<file path="config.mk">
export PLATFORM = sky130hd
export DESIGN_NAME = fifo_burst_reader
export DESIGN_NICKNAME = d
export VERILOG_FILES = /design/src/rtl/fifo_pkg.sv /design/src/rtl/rd_out_stage.sv /design/src/rtl/fifo_burst_reader.sv
export SDC_FILE = /design/constraint.sdc
export NUM_CORES = 1
export LEC_CHECK = 0
export ABC_AREA = 1
export BUFFER_PORTS_ARGS = -buffer_cell sky130_fd_sc_hd__buf_2
export CELL_PAD_IN_SITES_DETAIL_PLACEMENT = 1
export CELL_PAD_IN_SITES_GLOBAL_PLACEMENT = 1
export CORE_MARGIN = 2
export CORE_UTILIZATION = 40
export CTS_CLUSTER_DIAMETER = 30
export DETAILED_ROUTE_END_ITERATION = 10
export GPL_TIMING_DRIVEN = 0
export PLACE_DENSITY = 0.95
export SYNTH_ARGS = -nofsm -noshare
export SYNTH_HDL_FRONTEND = slang
export SYNTH_SLANG_ARGS = --single-unit
</file>
<file path="constraint.sdc">
create_clock -name clk -period 2.3 [get_ports clk]
set_input_delay 0.115 -clock clk [delete_from_list [all_inputs] [get_ports clk]]
set_output_delay 0.115 -clock clk [all_outputs]
set_load 0.01 [all_outputs]
</file>
<file path="src/rtl/fifo_pkg.sv">
// fifo_pkg: shared types and default widths for the Stage 1 compressor word
// FIFO and its consumer-side burst reader.
//   DEF_DATA_WIDTH : default FIFO word width
//   DEF_LEN_WIDTH  : default width of burst length / word counters
//   rd_state_t     : burst reader FSM states
package fifo_pkg;

  localparam int DEF_DATA_WIDTH = 32;
  localparam int DEF_LEN_WIDTH  = 8;

  typedef enum logic [1:0] {
    IDLE  = 2'd0,
    RUN   = 2'd1,
    DRAIN = 2'd2
  } rd_state_t;

endpackage

</file>
<file path="src/rtl/rd_out_stage.sv">
// rd_out_stage: output holding register of the burst reader.
//   clk, reset_n : clock, asynchronous active-low reset
//   load         : capture d_in/last_in and mark the word valid
//   clear        : drop the held word (valid and last forced low)
//   ack          : downstream took the held word this cycle
//   d_in, last_in: next word and its end-of-burst marker
//   data, valid, last : registered stream outputs
// Priority is clear > load > ack, so a pop in the same cycle as the
// handshake replaces the word without a bubble.
module rd_out_stage #(
  parameter int DATA_WIDTH = 32
) (
  input  logic                  clk,
  input  logic                  reset_n,
  input  logic                  load,
  input  logic                  clear,
  input  logic                  ack,
  input  logic [DATA_WIDTH-1:0] d_in,
  input  logic                  last_in,
  output logic [DATA_WIDTH-1:0] data,
  output logic                  valid,
  output logic                  last
);

  always_ff @(posedge clk or negedge reset_n) begin
    if (!reset_n) begin
      data  <= '0;
      valid <= 1'b0;
      last  <= 1'b0;
    end else if (clear) begin
      // data is left alone; only the qualifiers are dropped
      valid <= 1'b0;
      last  <= 1'b0;
    end else if (load) begin
      data  <= d_in;
      valid <= 1'b1;
      last  <= last_in;
    end else if (ack) begin
      valid <= 1'b0;
    end
  end

endmodule

</file>
<file path="src/rtl/fifo_burst_reader.sv">
// fifo_burst_reader: pops exactly burst_len words from the compressor word
// FIFO on a start command and presents them as a valid/ready stream with a
// last marker on the final word.
//   clk, reset_n       : clock, asynchronous active-low reset
//   start, burst_len   : begin a burst of burst_len words (sampled in IDLE)
//   abort              : synchronous cancel, wins over start and handshakes
//   fifo_empty, fifo_r_data, fifo_rd : FIFO read port (fifo_rd is the pop)
//   m_data, m_valid, m_last, m_ready : downstream stream
//   busy, done, words_sent           : status
//   dbg_state          : current FSM state (rd_state_t encoding)
//
// Stream handshake: a word transfers on every rising clk edge where
// m_valid & m_ready are both 1. Once m_valid is raised, m_data and m_last
// stay stable until that transfer (or an abort/reset). m_valid never
// depends on m_ready; fifo_rd does (combinationally), so m_ready must come
// from a register downstream.
module fifo_burst_reader
  import fifo_pkg::*;
#(
  parameter int DATA_WIDTH = DEF_DATA_WIDTH,
  parameter int LEN_WIDTH  = DEF_LEN_WIDTH
) (
  input  logic                  clk,
  input  logic                  reset_n,
  input  logic                  start,
  input  logic [LEN_WIDTH-1:0]  burst_len,
  input  logic                  abort,
  input  logic                  fifo_empty,
  input  logic [DATA_WIDTH-1:0] fifo_r_data,
  output logic                  fifo_rd,
  output logic [DATA_WIDTH-1:0] m_data,
  output logic                  m_valid,
  output logic                  m_last,
  input  logic                  m_ready,
  output logic                  busy,
  output logic                  done,
  output logic [LEN_WIDTH-1:0]  words_sent,
  output logic [1:0]            dbg_state
);

  localparam logic [LEN_WIDTH-1:0] ONE = LEN_WIDTH'(1);

  rd_state_t            state;
  logic [LEN_WIDTH-1:0] remaining;
  logic [LEN_WIDTH-1:0] len_q;
  logic                 handshake;
  logic                 load;
  logic                 last_word;

  assign handshake = m_valid & m_ready;
  assign last_word = (remaining == ONE);

  // Pop when in RUN with words still owed, FIFO has data, and the output
  // register is free or being emptied this very cycle. Abort masks the pop
  // so a cancelled burst never consumes a FIFO word it will not deliver.
  assign load = (state == RUN) & ~fifo_empty & (remaining != '0) &
                (~m_valid | m_ready) & ~abort;

  assign fifo_rd   = load;
  assign dbg_state = state;

  rd_out_stage #(
    .DATA_WIDTH(DATA_WIDTH)
  ) u_out (
    .clk     (clk),
    .reset_n (reset_n),
    .load    (load),
    .clear   (abort),
    .ack     (handshake),
    .d_in    (fifo_r_data),
    .last_in (last_word),
    .data    (m_data),
    .valid   (m_valid),
    .last    (m_last)
  );

  always_ff @(posedge clk or negedge reset_n) begin
    if (!reset_n) begin
      state      <= IDLE;
      busy       <= 1'b0;
      done       <= 1'b0;
      remaining  <= '0;
      len_q      <= '0;
      words_sent <= '0;
    end else begin
      done <= 1'b0;
      if (abort) begin
        // words_sent deliberately keeps the partial count for diagnosis
        state     <= IDLE;
        busy      <= 1'b0;
        remaining <= '0;
      end else begin
        // Saturate at the latched length so a stray handshake cannot
        // overrun the count.
        if (handshake && (words_sent != len_q)) begin
          words_sent <= words_sent + ONE;
        end
        case (state)
          IDLE: begin
            if (start) begin
              len_q      <= burst_len;
              remaining  <= burst_len;
              words_sent <= '0;
              if (burst_len == '0) begin
                done <= 1'b1;
              end else begin
                state <= RUN;
                busy  <= 1'b1;
              end
            end
          end
          RUN: begin
            if (load) begin
              remaining <= remaining - ONE;
              if (last_word) begin
                state <= DRAIN;
              end
            end
          end
          DRAIN: begin
            if (handshake && m_last) begin
              state <= IDLE;
              busy  <= 1'b0;
              done  <= 1'b1;
            end
          end
          default: begin
            state <= IDLE;
            busy  <= 1'b0;
          end
        endcase
      end
    end
  end

endmodule

</file>
# After elaboration in Yosys (flattened, before gate mapping)
# Cells that the tools add are included.
# Widths: inputs -> output; s select.
# word_totals
regBits	62
latch_bits	0
mem_bits_rw	0
mem_bits_ro	0
out_inout_bits	47
word_cells	72
memories	0
# op_classes
add_sub_neg	2
mul	0
n_div	0
order_cmp	0
eq_ne	10
shift	0
n_mux	29
n_bitwise	9
reduce_logical	13
# ops
cell	count
$mux 8	6
$pmux 8 s2	1
$mux 1	13
$mux 2	6
$ne 3x3->1 const B	4
$add 8x1->8 const B	1
$eq 8x1->1 const B	1
$logic_not 8->1	1
$ne 8x8->1	1
$reduce_bool 8->1	1
$sub 8x1->8 const B	1
$pmux 2 s3	1
$reduce_and 3->1	2
$reduce_bool 3->1	2
$and 1x1->1	5
$reduce_and 5->1	1
$reduce_and 4->1	1
$ne 3x2->1 const B	1
$not 1->1	3
$pmux 1 s3	1
$eq 2x1->1 const B	1
$eq 2x2->1 const B	1
$logic_and 1x1->1	2
$logic_not 2->1	1
5 further kinds	5

# Depth between registers and ports, before layout
# Gate-level depths: netlist (run 1).
# depth
ltp_word	8
depth_mapped	10
ltp_nobuf	10

# By module
# Synthesis (run 1) repeated with hierarchy kept, for this count alone.
# unflattened
cells_unflattened	412
area_unflattened_um2	3211.8
# modules_own_cells
module	n_inst	cells_each	area_per_inst_um2
fifo_burst_reader	1	263	1799.2
rd_out_stage	1	149	1412.6

# Worst setup path after synthesis (run 1)
# Ideal clock, no wire load.
# synth_path
path_kind	register to register
from	register remaining[4]
to	register u_out.last
setup_ps	117
t_arrival_ps	1286
t_required_ps	2183
slack_ps	898
stages_incl_launch_ff	10
n_path_buf	1
path_cell_list	dfrtp_1 -> nor2_4 -> nand3_2 -> nand3b_4 -> and2_4 -> nand3_4 -> inv_4 -> buf_6 -> nand2_1 -> nand2_1
# synth_via
elab_chain_len	5
elab_cells_between_ends	8
cone_classes	eq/ne (1); mux (2); bitwise (3); reduce/logical (2)
# synth_lines
element	line_no	text
start: declaration	fifo_burst_reader.sv:44	logic [LEN_WIDTH-1:0] remaining;
start signal: assignment	fifo_burst_reader.sv:102	remaining <= burst_len;
start signal: assignment	fifo_burst_reader.sv:114	remaining <= remaining - ONE;
$reduce_bool 8->1	fifo_burst_reader.sv:56	assign load = (state == RUN) & ~fifo_empty & (remaining != '0) &
$and 1x1->1 (2 in a row)	fifo_burst_reader.sv:56	
$and 1x1->1	fifo_burst_reader.sv:57	(~m_valid | m_ready) & ~abort;
net fifo_rd	fifo_burst_reader.sv:30	output logic fifo_rd,
$reduce_bool 2->1 (no source line)	n/a	
end signal: assignment	rd_out_stage.sv:37	last <= last_in;
end: declaration	rd_out_stage.sv:22	output logic last
# The timed path passes the listed nets, and every way through them passes these cells. The select of a mux whose other input is x is not followed.
# A chain may end at the register's enable or synchronous reset.

# Final worst setup path (run 1)
# layout_path
from	register state[0] (netlist: dbg_state[0])
to	output port fifo_rd
# layout_via
elab_chain_len	5
# layout_lines
element	line_no	text
start: declaration	fifo_burst_reader.sv:43	rd_state_t state;
start signal: assignment	fifo_burst_reader.sv:79	state <= IDLE;
start signal: assignment	fifo_burst_reader.sv:89	state <= IDLE;
start signal: assignment	fifo_burst_reader.sv:107	state <= RUN;
$eq 2x1->1	fifo_burst_reader.sv:56	
$and 1x1->1 (3 in a row)	fifo_burst_reader.sv:56	
$and 1x1->1	fifo_burst_reader.sv:57	
end: declaration	fifo_burst_reader.sv:30	
# No other way between the ends.

==> results of run 1 <==
worst min path at each step:
stage	start	to	slack, ns	depth (start not counted)
6_report	burst_len[4]	len_q[4]	0.05	3
5_1_grt	abort	u_out.valid	0.06	2
4_1_cts	burst_len[4]	len_q[4]	0.03	3
3_5_place_dp	reset_n	remaining[4]	0.26	1
3_3_place_gp	fifo_r_data[30]	u_out.data[30]	0.31	3
2_1_floorplan	reset_n	busy	-0.18	0
per-layer routing:
layer	global-route usage	routed length [um]
met2	0.455	5220
met5	0	0
met3	0.0386	410
met1	0.295	4140
met4	0.117	257
registers in the layout, indices dropped and copies added (netlist names):
signal       flops
u_out.data      32
len_q            8
remaining        8
words_sent       8
dbg_state        2
busy             1
done             1
u_out.last       1
u_out.valid      1
timing repair:
item / CTS / global route
resized for setup: 0 / 0
endpoints found under the hold margin: 94 / 0
hold buffers: 33 / 0
endpoints found under the setup margin: 0 / 0
synth_stat cells (all sizes together), types with 4 or more instances:
cell / instances
a21oi: 6
buf: 10
dfrtp: 62
ha: 4
inv: 39
nand2: 173
nand3: 16
nand4: 6
nor2: 33
o211ai: 4
o21ai: 21
xor2: 4
worst reg2reg max path: stages (launching register included):
cell and delay [ns]:
dfrtp_1 0.46, nor2_1 0.16, nand2_1 0.10, nor2_2 0.27
clkinv_1 0.31, o21ai_0 0.17, a21oi_1 0.06
power groups by stage:
stage	logic (W)	registers, W	clock network [W]
after detailed placement	0.00194	0.00181	0
after CTS	0.00202	0.00180	0.000820
final	0.00202	0.00182	0.000803
after floorplan	0.00109	0.00191	0
after global placement	0.00182	0.00178	0
after global routing	0.00225	0.00187	0.000863
cell families after synthesis:
| family | count (synthesis) |
|---|---|
| adder cells (fa/ha/maj) | 4 |
| XOR/XNOR | 7 |
| AND/OR/NAND/NOR | 234 |
| AO/OA/AOI/OAI | 35 |
| buffers and inverters | 51 |
| flip-flops | 62 |
per-stage QoR:
step	total power, W	cells	area [sq um]	worst slack (ns)
after floorplan	0.00301	393	3100	0.898
after global placement	0.00360	586	3680	0.716
after detailed placement	0.00375	586	3690	0.695
after CTS	0.00464	634	4170	0.304
after global routing	0.00498	634	4170	0.199
final	0.00464	634	4170	0.287
area by class of cell:
| class | count | area, sq um | share of cell area |
|---|---|---|---|
| Buffer | 11 | 88.8 | 0.0213 |
| Clock buffer | 10 | 128 | 0.0306 |
| Clock inverter | 5 | 27.5 | 0.00660 |
| Inverter | 40 | 153 | 0.0366 |
| Multi-Input combinational cell | 280 | 1310 | 0.314 |
| Sequential cell | 62 | 1550 | 0.372 |
| Tap cell | 102 | 128 | 0.0306 |
| Timing Repair Buffer | 124 | 788 | 0.189 |
==> metrics.md, run 1 <==
| Metric | Value |
|---|---|
| Status | finished, final reports clean |
| Reg-to-Reg Start | dbg_state[0] |
| Most common cell after layout, fill and taps aside | nand2_1 |
| Crit path depth | 7 |
| Die area | 8480 sq um |
| Yosys top cell area share | 0.500 |
| RD Place Congestion | 0.848 |
| CP arrival | approximately 1.9 ns |
| Largest family of logic cells by synthesized area | simple AND/OR/NAND/NOR gates |
| Comb pwr share | 0.435 |
| Final-report setup violation count | 0 |
| Yosys top cell by area | dfrtp_1 |
| R2R Path End | words_sent[1] |
| Lkg Pwr | 2.28 nW |
| Worst stage delay on the critical path | between 0.4 and 0.5 ns |
| Avg Vias per Cell | 4.93 |
| Max-Cap Viols | 0 |
| I/O Buffers | 91 |
| Pre-antenna DRT Iters | 6 |
| Number of global-route vias before repair | 3,479 |
| Global-route wire length before repair | 16,800 um |
| Row cnt | 32 |
| Cell count after synthesis | 393 |
| Crit path launch | dbg_state[0] |
| Hpwl dp | 6650 um |
| Mapped Avg Cell Area | 7.89 sq um |
| Clock Sinks | 62 |
| Nets | 578 |
| Maximum clock rate | 497 MHz |
| Htree depth | 3 |
| Hold Slack | 0.0451 ns |
| Pwr/cell area | between 1000 and 1500 nW/um^2 |
| Shortest period the worst path allows | 2.01 ns |
| Synth Flop Type | dfrtp_1 |
| Clock buffer depth | 2 |
| Clock buffer count from CTS | 9 |
| Critical path class | flip-flop to output pin |
| Fraction of registers with async set/reset | 1.00 |
| Post-synthesis adder-cell area fraction | 0.0161 |
| Initial drt markers | roughly 130 |
| Syn nets | 443 |
| Net Sw Frac | 0.424 |
| Relative slew slack | 0.466 |
| Core area | 7610 sq um |
| Synth area leaders | dfrtp_1 50%, nand2_1 21%, inv_1 4.5%, nor2_1 3.6%, o21ai_0 2.1% |
| Vias post-DR | around 3,100 |
| Area grow syn2layout | 34.5% |
| Initial Util | 0.408 |
| Largest net degree at the start of global routing | between 60 and 70 |
| WP buf/inv | 3 |
| Clock power share | 0.173 |
| Seq/Total Area, Yosys | 0.500 |
| Max FO, Critical Path | 10 |
| Multiplexer share of the synthesized area | 0 |
| Final wirelength | 10,000 um |
| R2R depth | 6 |
| Least-Margin Pin Slew | approximately 0.8 ns |
| Final Max Slew Viols | 0 |
| R2R Setup Slk | 0.65 ns |
| Post-CTS setup buffers | 0 |
| I/O Pins | 93 |
| Post-detailed-route count of antenna-violating nets | 0 |
| Layout Skew | between 0.007 and 0.008 ns |
| Number of synthesized register bits | 62 |
| RSZ-0062 raised after global routing | false |
| Startpoint types | flip-flop |
| EDFF count, synth | 0 |
| # DRC | 0 |
| Sum Neg Setup Slack | 0 ns |
| Synthesized cell area | just over 3000 sq um |
| Count of cell types in the netlist | 33 |
| Fill count | 984 |
| Worst hold path class | primary input to flip-flop |
| Worst EP required | 2.18 ns |
| Period utilisation layout | 0.875 |
| Final hold viol count | 0 |
| Routed length per placed instance | 15.8 um |
| Crit path cell chain | nand2_2 -> nor2_2 -> and2_4 -> nand3_4 -> inv_4 -> buf_6 -> buf_2 |
| Post-synthesis xor/xnor area fraction | 0.0198 |
| Maximum vdd drop | between 500 and 600 uV |
| CP Capture Type | output pin |
| Compound-Gate Fraction of Synth Area | 0.0633 |
| Share of layout cells above drive strength 1 | 0.244 |
| CP Capture Point | fifo_rd |
| Overall Global Routing Usage | 0.253 |
| Delay-heaviest family, CP | simple AND/OR/NAND/NOR gates |
| Initial antenna violation count | 0 |
| Sequential Power Share | 0.392 |
| Internal | 0.00268 W |
| Final core utilization | 0.549 |
| Root Driver | clkbuf_8 |
| N_diodes | 0 |
| Clock slew seen by the registers of the worst setup and hold paths | 0.07 ns |
| Global route total overflow | 0 |
| Clk_lat worst skew | 0.34 ns |
| Chip height | 92.1 um |
| Simple logic cell fraction of the synthesized area | 0.323 |
| Worst path slowest cell | dfrtp_1 |
| Die Wd | just over 90 um |
| Most frequent cells in the layout | 170 x nand2_1, 92 x buf_2, 62 x dfrtp_1, 37 x inv_1, 33 x dlygate4sd3_1 |
| YS warnings | 0 |
| TritonCTS clock tree | yes |
| Switching pwr | 0.00197 W |
No activity file was read; power rests on OpenSTA's default activity.
==> inputs of run 2 (changes only) <==
- GPL_TIMING_DRIVEN: 0 -> 1
==> metrics.md, run 2 (same netlist as run 1, synthesis figures left out) <==
| Metric | Value |
|---|---|
| Status | finished, final reports clean |
| CP Capture Type | output pin |
| Global-route wire length before repair | 17,200 um |
| Shortest period the worst path allows | ~2.1 ns |
| Die Wd | 92.1 um |
| Startpoint types | flip-flop |
| R2R Path End | u_out.data[0] |
| R2R depth | 8 |
| Post-detailed-route count of antenna-violating nets | 0 |
| Final hold viol count | 0 |
| Max-Cap Viols | 0 |
| Max FO, Critical Path | 34 |
| Crit path launch | remaining[1] |
| Final-report setup violation count | 0 |
| Sum Neg Setup Slack | 0 ns |
| Number of global-route vias before repair | 3,448 |
| Row cnt | 32 |
| CP arrival | 2.03 ns |
| Worst EP required | about 2.2 ns |
| Root Driver | clkbuf_8 |
| Avg Vias per Cell | 5.00 |
| Initial drt markers | 158 |
| Htree depth | 3 |
| Worst hold path class | primary input to flip-flop |
| Period utilisation layout | 0.932 |
| RD Place Congestion | 0.826 |
| Clock slew seen by the registers of the worst setup and hold paths | 0.08 ns |
| Clock buffer depth | 2 |
| DP Area | between 3000 and 4000 sq um |
| R2R Setup Slk | 0.48 ns |
| Biggest register | u_out.data |
| Initial antenna violation count | 0 |
| Final wirelength | 10,900 um |
| Global route total overflow | 0 |
| Flip-flop count of the largest register after layout | 32 |
| Pre-antenna DRT Iters | 4 |
| # hold bufs at CTS | 32 |
| Clk_lat worst skew | 0.35 ns |
| N_diodes | 0 |
| Least-Margin Pin Slew | 0.650 ns |
| Overall Global Routing Usage | 0.266 |
| RSZ-0062 raised after global routing | false |
| Largest net degree at the start of global routing | 37 |
| Clock buffer count from CTS | 9 |
| Reg-to-Reg Start | remaining[1] |
| Hpwl dp | around 6600 um |
| Layout Skew | between 0.02 and 0.025 ns |
| Fill count | 971 |
| Vias post-DR | 3,139 |
| Initial Util | 0.408 |
| Area grow syn2layout | 33.5% |
| Die area | 8480 sq um |
| Post-route cell area | 4140 sq um |
| # DRC | 0 |
| Maximum clock rate | 466 MHz |
| I/O Buffers | 92 |
| WHS Endpoint | len_q[7] |
| TritonCTS clock tree | yes |
| Core area | 7610 sq um |
| Hold path cells | 3 |
| Most common cell after layout, fill and taps aside | nand2_1 |
| Clock Sinks | 62 |
| Worst hold start | burst_len[7] |
| I/O Pins | slightly above 90 |
| Chip height | 92.1 um |
| Pwr/cell area | between 1000 and 1500 nW/um^2 |
| Most frequent cells in the layout | 170 x nand2_1, 92 x buf_2, 62 x dfrtp_1, 37 x inv_1, 33 x dlygate4sd3_1 |
| Lkg Pwr | 2.25 nW |
| Final Max Slew Viols | 0 |
| Nets | 571 |
| Routed length per placed instance | about 17 um |
| Relative slew slack | 0.567 |
| Post-CTS setup buffers | 0 |
| Post-CTS Resized | 0 |
| Critical path class | flip-flop to output pin |
| Share of layout cells above drive strength 1 | 0.238 |
| Maximum vdd drop | ~540 uV |
run 2: changes by cell type in the layout (fill, tap and decap cells not counted), sizes merged:
| cell | delta |
|---|---|
| clkinvlp | +1 |
| inv | +1 |
| buf | -6 |
| clkinv | -2 |
run 2: layout make-up:
| cell class | instances | area, sq um | area share |
|---|---|---|---|
| clock inverter | 5 | 33.8 | 0.00816 |
| multi-input combinational | 280 | 1310 | 0.316 |
| tap | 102 | 128 | 0.0308 |
| clock buffer | 11 | 141 | 0.0341 |
| sequential | 62 | 1550 | 0.375 |
| inverter | 40 | 153 | 0.0369 |
| timing repair buffer | 128 | 826 | 0.199 |
run 2: worst max path at each step:
stage	end	slack (ns)	depth (start not counted)
after floorplan	u_out.last	0.90	9
after global placement	fifo_rd	0.61	7
after detailed placement	fifo_rd	0.53	7
after CTS	fifo_rd	0.17	7
after global routing	fifo_rd	0.02	7
final	fifo_rd	0.16	7
run 2: critical path, stage by stage (launching register included):
cell	delay, ns
dfrtp_1	0.43
inv_1	0.13
ha_1	0.26
nand3b_4	0.10
and2_4	0.15
nand3_4	0.12
inv_4	0.30
buf_2	0.20
run 2: routing by layer:
metal  GRT usage  vias to the layer above  share of wire
li1            -                     1469              -
met1       0.290                     1525           0.38
met2       0.478                      107           0.53
met3      0.0501                       38          0.043
met4       0.157                        0          0.048
met5           0                        -              0
run 2: metrics by stage:
stage / hold slack, ns / setup WS (ns) / util / power (W) / std cells
floorplan: -0.181 / 0.898 / - / 0.00301 / 393
global route: 0.0464 / 0.0202 / 0.544 / 0.00508 / 628
detailed placement: 0.176 / 0.533 / 0.478 / 0.00368 / 579
finish: 0.0410 / 0.156 / 0.544 / 0.00474 / 628
global placement: 0.167 / 0.611 / 0.478 / 0.00355 / 579
CTS: 0.00507 / 0.175 / 0.543 / 0.00462 / 627
run 2: where the power goes:
part           leakage, nW  internal [W]  switching (W)
logic                 1.37      0.000746        0.00125
registers            0.795       0.00151       0.000334
clock network       0.0857      0.000421       0.000476
total                 2.25       0.00268        0.00206
==> inputs of run 3 (changes only) <==
- CORE_MARGIN: 2 -> 8
- SKIP_CTS_REPAIR_TIMING: not set -> 1
==> metrics.md, run 3 (same netlist as run 1, synthesis figures left out) <==
| Metric | Value |
|---|---|
| Status | complete, but fails checks |
| Failing checks | hold timing |
| Shortest period the worst path allows | 2.13 ns |
| Vias post-DR | approximately 3,200 |
| Row cnt | 32 |
| I/O Pins | 93 |
| Number of global-route vias before repair | 3,305 |
| Root Driver | clkbuf_8 |
| RSZ-0062 raised after global routing | false |
| Final Max Slew Viols | 0 |
| Final hold viol count | 4 |
| Avg Vias per Cell | 5.07 |
| Startpoint types | flip-flop |
| Setup WS pre-CTS | 0.579 ns |
| Nets | 568 |
| Clock buffer depth | 2 |
| Global route total overflow | 0 |
| Post-detailed-route count of antenna-violating nets | 0 |
| Initial drt markers | 118 |
| Layout Skew | between 0.015 and 0.02 ns |
| Hold Slack | -0.0471 ns |
| Pre-antenna DRT Iters | 4 |
| Pwr/cell area | 1180 nW/um^2 |
| Sum Neg Setup Slack | 0 ns |
| Relative slew slack | 0.465 |
| Most frequent cells in the layout | 170 x nand2_1, 92 x buf_2, 62 x dfrtp_1, 37 x inv_1, 30 x nor2_1 |
| I/O Buffers | between 90 and 100 |
| Flip-flop count of the largest register after layout | 32 |
| Critical path class | flip-flop to output pin |
| # DRC | 0 |
| Worst hold path class | primary input to flip-flop |
| Clk_lat worst skew | 0.36 ns |
| Biggest register | u_out.data |
| Initial Util | 0.408 |
| Routed length per placed instance | roughly 19 um |
| TritonCTS clock tree | yes |
| RD Place Congestion | 0.865 |
| Worst EP required | 2.18 ns |
| Share of layout cells above drive strength 1 | 0.241 |
| Largest net degree at the start of global routing | 35 |
| Most common cell after layout, fill and taps aside | nand2_1 |
| Area grow syn2layout | 33.1% |
| Clock slew seen by the registers of the worst setup and hold paths | 0.08 ns |
| Chip height | 104 um |
| Die area | 10,800 sq um |
| Clock Sinks | 62 |
| CP arrival | 2.02 ns |
| Least-Margin Pin Slew | 0.802 ns |
| Core area | 7610 sq um |
| Die Wd | 104 um |
| N_diodes | 0 |
| Maximum clock rate | 469 MHz |
| Hpwl dp | approximately 7300 um |
| Global-route wire length before repair | 16,600 um |
| Period utilisation layout | 0.927 |
| Lkg Pwr | 2.25 nW |
| Overall Global Routing Usage | 0.189 |
| Max FO, Critical Path | 34 |
| Final wirelength | 11,600 um |
| Clock buffer count from CTS | 9 |
| Initial antenna violation count | 0 |
| CP Capture Type | output pin |
| Htree depth | 3 |
| Maximum vdd drop | 506 uV |
| Max-Cap Viols | 0 |
| Final-report setup violation count | 0 |
| PnR worst setup slack | around 0.17 ns |
run 3: cell type report:
| type | instances | area, sq um |
|---|---|---|
| Clock buffer | 12 | 165 |
| Clock inverter | 3 | 42.5 |
| Fill cell | 974 | 3480 |
| Inverter | 40 | 153 |
| Multi-Input combinational cell | 280 | 1310 |
| Sequential cell | 62 | 1550 |
| Tap cell | 102 | 128 |
| Timing Repair Buffer | 125 | 781 |
run 3: power breakdown:
part / leakage (nW) / switching (W) / total, W / internal, W
clock network: 0.104 / 0.000466 / 0.00105 / 0.000582
logic: 1.35 / 0.00126 / 0.00200 / 0.000737
registers: 0.795 / 0.000332 / 0.00184 / 0.00151
total: 2.25 / 0.00206 / 0.00489 / 0.00283
run 3: per-stage QoR:
step	utilization	total power (W)	hold WS (ns)	instances	cell area, sq um
after floorplan	-	0.00301	-0.181	393	3100
after global placement	0.477	0.00356	0.234	580	3630
after detailed placement	0.477	0.00371	0.237	580	3630
after CTS	0.505	0.00477	-0.148	595	3840
after global routing	0.543	0.00520	-0.00737	624	4130
final	0.543	0.00489	-0.0471	624	4130
run 3: per-layer routing:
layer | part of all wire | GRT usage | up-vias | wire length (um)
met5 | 0 | 0 | - | 0
met4 | 0.036 | 0.0941 | 0 | 417
met3 | 0.043 | 0.0434 | 30 | 500
met2 | 0.53 | 0.336 | 93 | 6190
met1 | 0.39 | 0.205 | 1578 | 4520
li1 | - | - | 1462 | -
run 3: worst max-delay path, cell delays in order, from the launching register on:
cell,delay (ns)
dfrtp_1,0.45
nand2_2,0.24
nor2_2,0.21
and2_4,0.19
nand3_4,0.07
inv_4,0.28
buf_2,0.21
run 3: worst paths after layout:
check / slack (ns) / end / start / cells after the start
worst max register to register: 0.42 / u_out.data[0] / remaining[3] / 7
min in group asynchronous: 0.37 / u_out.data[0] / reset_n / 2
worst max-delay path: 0.17 / fifo_rd / dbg_state[0] / 6
max in group asynchronous: 1.19 / remaining[5] / reset_n / 3
worst min register to register: 0.48 / u_out.data[3] / u_out.data[3] / 2
worst min-delay path: -0.05 / u_out.data[26] / fifo_r_data[26] / 3
